**src/rtl/xtdot_force_seq.sv**
```systemverilog
// xtdot_force_seq: sequential spatial force transform f_out = X^T * f_in.
// One shared fixed-point MAC walks the 6x6 transform column by column.
//
// Ports:
//   clk, rst_n           clock, synchronous active-low reset
//   in_valid, in_ready   input handshake for xform_in / f_in
//   xform_in [15*WIDTH]  packed link transform, low word first
//   f_in     [6*WIDTH]   input force AX,AY,AZ,LX,LY,LZ, low word first
//   out_valid, out_ready output handshake for f_out
//   f_out    [6*WIDTH]   transformed force, same packing as f_in
//
// Build option: XTDOT_SKIP_ZEROS_EN skips the structural-zero terms of X
// (23-term schedule instead of 36); results are bit-identical.
module xtdot_force_seq #(
    parameter int WIDTH        = 32,
    parameter int DECIMAL_BITS = 16
) (
    input  logic                 clk,
    input  logic                 rst_n,
    input  logic                 in_valid,
    output logic                 in_ready,
    input  logic [15*WIDTH-1:0]  xform_in,
    input  logic [6*WIDTH-1:0]   f_in,
    output logic                 out_valid,
    input  logic                 out_ready,
    output logic [6*WIDTH-1:0]   f_out
);

    typedef enum logic [1:0] {
        IDLE,
        RUN,
        DONE
    } state_t;

    state_t             state;
    logic [WIDTH-1:0]   xr [15];
    logic [WIDTH-1:0]   fr [6];
    logic [WIDTH-1:0]   acc;
    logic [2:0]         row;
    logic [2:0]         col;

    // Term (row,col) is X[col][row]; false only where X is structurally 0.
    function automatic logic live(input logic [2:0] r, input logic [2:0] c);
`ifdef XTDOT_SKIP_ZEROS_EN
        live = (r <= 3'd5) && (c <= 3'd5)
            && !(c == 3'd2 && r == 3'd0)
            && !(c == 3'd5 && (r == 3'd1 || r == 3'd2 || r == 3'd3))
            && !(c < 3'd3 && r >= 3'd3);
`else
        live = (r <= 3'd5) && (c <= 3'd5);
`endif
    endfunction

    // Coefficient X[col][row] from the 15 stored words.
    // X = [E 0; B E]; E[AZ][AX] and B[LZ][AY..AZ] are not stored.
    logic [2:0]       blk_a;
    logic [2:0]       blk_b;
    logic [3:0]       idx;
    logic             czero;
    logic [WIDTH-1:0] coef;

    always_comb begin
        blk_a = (col < 3'd3) ? col : col - 3'd3;
        blk_b = (row < 3'd3) ? row : row - 3'd3;
        idx   = '0;
        czero = 1'b0;
        if (col < 3'd3 && row >= 3'd3) begin
            czero = 1'b1;
        end else if (col >= 3'd3 && row < 3'd3) begin
            if (blk_a != 3'd2)
                idx = 4'd8 + 4'(blk_a) * 4'd3 + 4'(blk_b);
            else if (blk_b == 3'd0)
                idx = 4'd14;
            else
                czero = 1'b1;
        end else begin
            if (blk_a != 3'd2)
                idx = 4'(blk_a) * 4'd3 + 4'(blk_b);
            else if (blk_b != 3'd0)
                idx = 4'd5 + 4'(blk_b);
            else
                czero = 1'b1;
        end
        coef = czero ? '0 : xr[idx];
    end

    // Full-width signed product; bits [D +: W] equal (p >>> D) truncated.
    logic [WIDTH-1:0]          fcol;
    logic signed [2*WIDTH-1:0] pfull;
    logic [WIDTH-1:0]          prod;
    logic [WIDTH-1:0]          acc_sum;
    logic                      unused_pbits;

    always_comb begin
        fcol    = fr[col];
        pfull   = $signed({{WIDTH{coef[WIDTH-1]}}, coef})
                * $signed({{WIDTH{fcol[WIDTH-1]}}, fcol});
        prod    = pfull[DECIMAL_BITS +: WIDTH];
        acc_sum = acc + prod;
    end

    assign unused_pbits = ^{pfull[2*WIDTH-1:DECIMAL_BITS+WIDTH],
                            pfull[DECIMAL_BITS-1:0]};

    // Next live column in this row, and first live column of next row.
    logic [2:0] nxt_col;
    logic       more;
    logic [2:0] row_n;
    logic [2:0] first_col;

    always_comb begin
        nxt_col   = col;
        more      = 1'b0;
        row_n     = row + 3'd1;
        first_col = '0;
        for (int c = 5; c >= 0; c--) begin
            if (c > int'(col) && live(row, 3'(c))) begin
                nxt_col = 3'(c);
                more    = 1'b1;
            end
            if (live(row_n, 3'(c)))
                first_col = 3'(c);
        end
    end

    always_ff @(posedge clk) begin
        if (!rst_n) begin
            state     <= IDLE;
            in_ready  <= 1'b1;
            out_valid <= 1'b0;
            f_out     <= '0;
            acc       <= '0;
            row       <= '0;
            col       <= '0;
        end else begin
            unique case (state)
                IDLE: begin
                    if (in_valid) begin
                        for (int i = 0; i < 15; i++)
                            xr[i] <= xform_in[i*WIDTH +: WIDTH];
                        for (int i = 0; i < 6; i++)
                            fr[i] <= f_in[i*WIDTH +: WIDTH];
                        acc      <= '0;
                        row      <= '0;
                        col      <= '0;
                        in_ready <= 1'b0;
                        state    <= RUN;
                    end
                end
                RUN: begin
                    if (more) begin
                        acc <= acc_sum;
                        col <= nxt_col;
                    end else begin
                        f_out[32'(row)*WIDTH +: WIDTH] <= acc_sum;
                        acc <= '0;
                        if (row == 3'd5) begin
                            out_valid <= 1'b1;
                            state     <= DONE;
                        end else begin
                            row <= row_n;
                            col <= first_col;
                        end
                    end
                end
                DONE: begin
                    if (out_ready) begin
                        out_valid <= 1'b0;
                        in_ready  <= 1'b1;
                        state     <= IDLE;
                    end
                end
                default: state <= IDLE;
            endcase
        end
    end

endmodule

```
**config.mk**
```make
export PLATFORM = sky130hd
export DESIGN_NAME = xtdot_force_seq
export DESIGN_NICKNAME = d
export VERILOG_FILES = /design/src/rtl/xtdot_force_seq.sv
export SDC_FILE = /design/constraint.sdc
export NUM_CORES = 2
export LEC_CHECK = 0
export BUFFER_PORTS_ARGS = -buffer_cell sky130_fd_sc_hd__clkbuf_2
export CORE_UTILIZATION = 35
export CTS_BUF_LIST = sky130_fd_sc_hd__clkbuf_4
export DETAILED_ROUTE_END_ITERATION = 10
export PLACE_DENSITY = 0.61
export SYNTH_ARGS = -nofsm -noshare
export SYNTH_HDL_FRONTEND = slang
export SYNTH_SLANG_ARGS = --single-unit
```
**constraint.sdc**
```tcl
create_clock -name clk -period 119.6 [get_ports clk]
set_clock_uncertainty 0.2 [all_clocks]
set_input_delay 23.92 -clock clk [delete_from_list [all_inputs] [get_ports clk]]
set_output_delay 23.92 -clock clk [all_outputs]
set_load 0.01 [all_outputs]
```
==> metrics.txt <==
area of the multi-input gates=35830 um2; # resized after CTS=0; Synth top area share=31.01%; Yosys Warn Count=0; part of the cycle the worst path needs=22.22%; CORE AREA=183900 um2; 1st-pass router iterations=6; count leader, synth=nand2_1; Worst Hold End=f_out[63]$_SDFFE_PN0P_; fmax=37.62 MHz; maxcap violations=0; Worst Setup Start Kind=primary input; Residual DRC=0; final core area utilization=40.87%; Final Critical Period=26.58 ns; ys async rst share=0%; fin cells=9624; Top FF cell, synth=edfxtp_1; ranking of synthesized cells by area=edfxtp_1 31%, fa_1 26%, dfxtp_1 7.3%, nand2_1 5.0%, inv_1 4.8%; outcome=completed; Hold Violations, Final=0; Root Driver=clkbuf_4; Reg area=24930 um2; Synth area leader=edfxtp_1; ANT nets after route=0; detailed-route wire length=214700 um; share of layout cells above drive strength 1=20.54%; reg2reg setup slack=102.62 ns; largest net degree at the start of global routing=151; Post-Syn Instances=6092; TritonCTS Buffers=230; num rows=157; Final nets=8700; max_slew headroom=16.43%; vias per cell=5.053; fin. max-slew vios=0; Setup TNS=0 ns; top cells by count, synth=869 x nand2_1, 840 x fa_1, 836 x inv_1, 672 x edfxtp_1, 616 x nor2_1; initial antenna violation count=34; register area share after synthesis=38.30%; hold wc startpoint=f_out[63]$_SDFFE_PN0P_; H-tree Lvls=4; HP Class=flop to flop; # clock sinks=909; Die Height=433.2 um; worst reg2reg path startpoint=row[0]$_SDFFE_PN0P_; synthesis-stage register bit count=909; CTS tree=yes; kind of critical path=primary input to flop; num ports=870; GRT Util Overall=22.80%; detailed-route via count=48630; synth unique cells=82; Setup Fix Bufs, Post-CTS=0; chip width=433.2 um; first-pass GRT wire length=315000 um; clock-pin slew on the worst setup and hold paths=0.07 ns; Syn Area/Cell=10.68 um2; area delta synth->final=15.46%; RSZ-0062 raised after global routing=no; cells on worst reg2reg path=52; hold-fix buffer count after cts=0; Worst Setup End Kind=flop; Avg WL per Cell=22.31 um; # fillers=18000; Final GP Congestion=0.8993; EDFF count, synth=672; CP required=120.22 ns; Initial Utilization=35.40%; final setup vio count=0; Placed Cells=9203; Max Root-Sink Buffers=3; Reg-to-Reg End=f_out[191]$_SDFFE_PN0P_; total grt overflow=0; Die ar.=187700 um2; Arrival @ worst endpoint=27.20 ns; 1st-iter DRT viols=3549; Syn Std Cell Area=65080 um2; CP max FO=150; Worst-Margin Slew=1.252 ns; later-pin clock latency in the skew report=1.25 ns; Port Buffer Count=869; Hold Path Depth=2; number of global-route vias before repair=50480; syn nets=7821; dpl hpwl=161500 um
flip-flops by register name, indices dropped and copies added, names as in the netlist, named ones only:
register	cells
acc	32
col	3
f_out	192
fr	192
in_ready	1
out_valid	1
row	3
state	2
xr	480
layer usage:
layer / vias to the layer above / share of wire, % / global-route usage, %
li1: 21580 / - / -
met1: 24420 / 36 / 25.90
met2: 2096 / 51 / 39.26
met3: 517 / 7.0 / 4.746
met4: 16 / 6.4 / 13.81
met5: - / 0.049 / 0
worst max-delay path: stages:
cell	delay, ns
buf_4	0.36
nor3b_2	0.27
buf_4	0.69
buf_12	0.49
buf_4	0.95
final cells by class:
cell class / count / share of cell area (%)
diodes: 28 / 0.09325
clock buffers: 323 / 3.227
clock inverters: 70 / 0.5695
inverters: 836 / 4.176
multi-input cells: 4009 / 47.68
flip-flops and latches: 909 / 33.18
well taps: 2464 / 4.103
repair buffers: 985 / 6.967
logic make-up (layout without fill, tap and decap cells):
family | count (synthesis) | in the layout | synth area share, %
other | 0 | 28 | 0
buffers and inverters | 1174 | 2214 | 7.017
flip-flops | 909 | 909 | 38.30
adder cells (fa/ha/maj) | 1054 | 1054 | 29.95
XOR/XNOR | 103 | 103 | 1.473
multiplexers | 94 | 94 | 2.074
AO/OA/AOI/OAI | 648 | 648 | 6.956
AND/OR/NAND/NOR | 2110 | 2110 | 14.23
worst max-delay path by stage:
stage,from,end,slack (ns),depth (start not counted)
floorplan,rst_n,fr[0][0]$_DFFE_PP_,44.01,3
global placement,rst_n,fr[0][12]$_DFFE_PP_,91.95,5
detailed placement,rst_n,fr[3][13]$_DFFE_PP_,91.89,5
CTS,rst_n,xr[8][9]$_DFFE_PP_,93.22,5
global route,rst_n,xr[12][6]$_DFFE_PP_,92.95,5
finish,rst_n,fr[1][3]$_DFFE_PP_,93.02,5
metrics by stage:
stage,instance area (um2),hold slack (ns),worst slack [ns]
floorplan,65080,0.2750,44.01
global placement,72220,0.2405,91.95
detailed placement,72220,0.2506,91.89
CTS,75070,0.2600,93.22
global route,75130,0.2814,92.95
finish,75140,0.2575,93.02
layout by cell type, fill, tap and decap left out, types with 53 or more instances in the layout:
cell type	instances
nor2_1	608
a22oi_1	98
fa_1	840
a21o_1	53
a21oi_1	95
mux2i_1	55
o21ai_0	74
ha_1	213
inv_1	836
nor2b_1	137
clkbuf_2	868
nand3_1	176
edfxtp_1	672
nand2b_1	129
xnor2_1	70
nand2_1	866
clkbuf_4	323
a21boi_0	91
buf_4	116
dfxtp_1	234
Power is left out: the tool's default activity adds up to more than one toggle a clock period on the data nets, which glitch-free logic cannot reach.
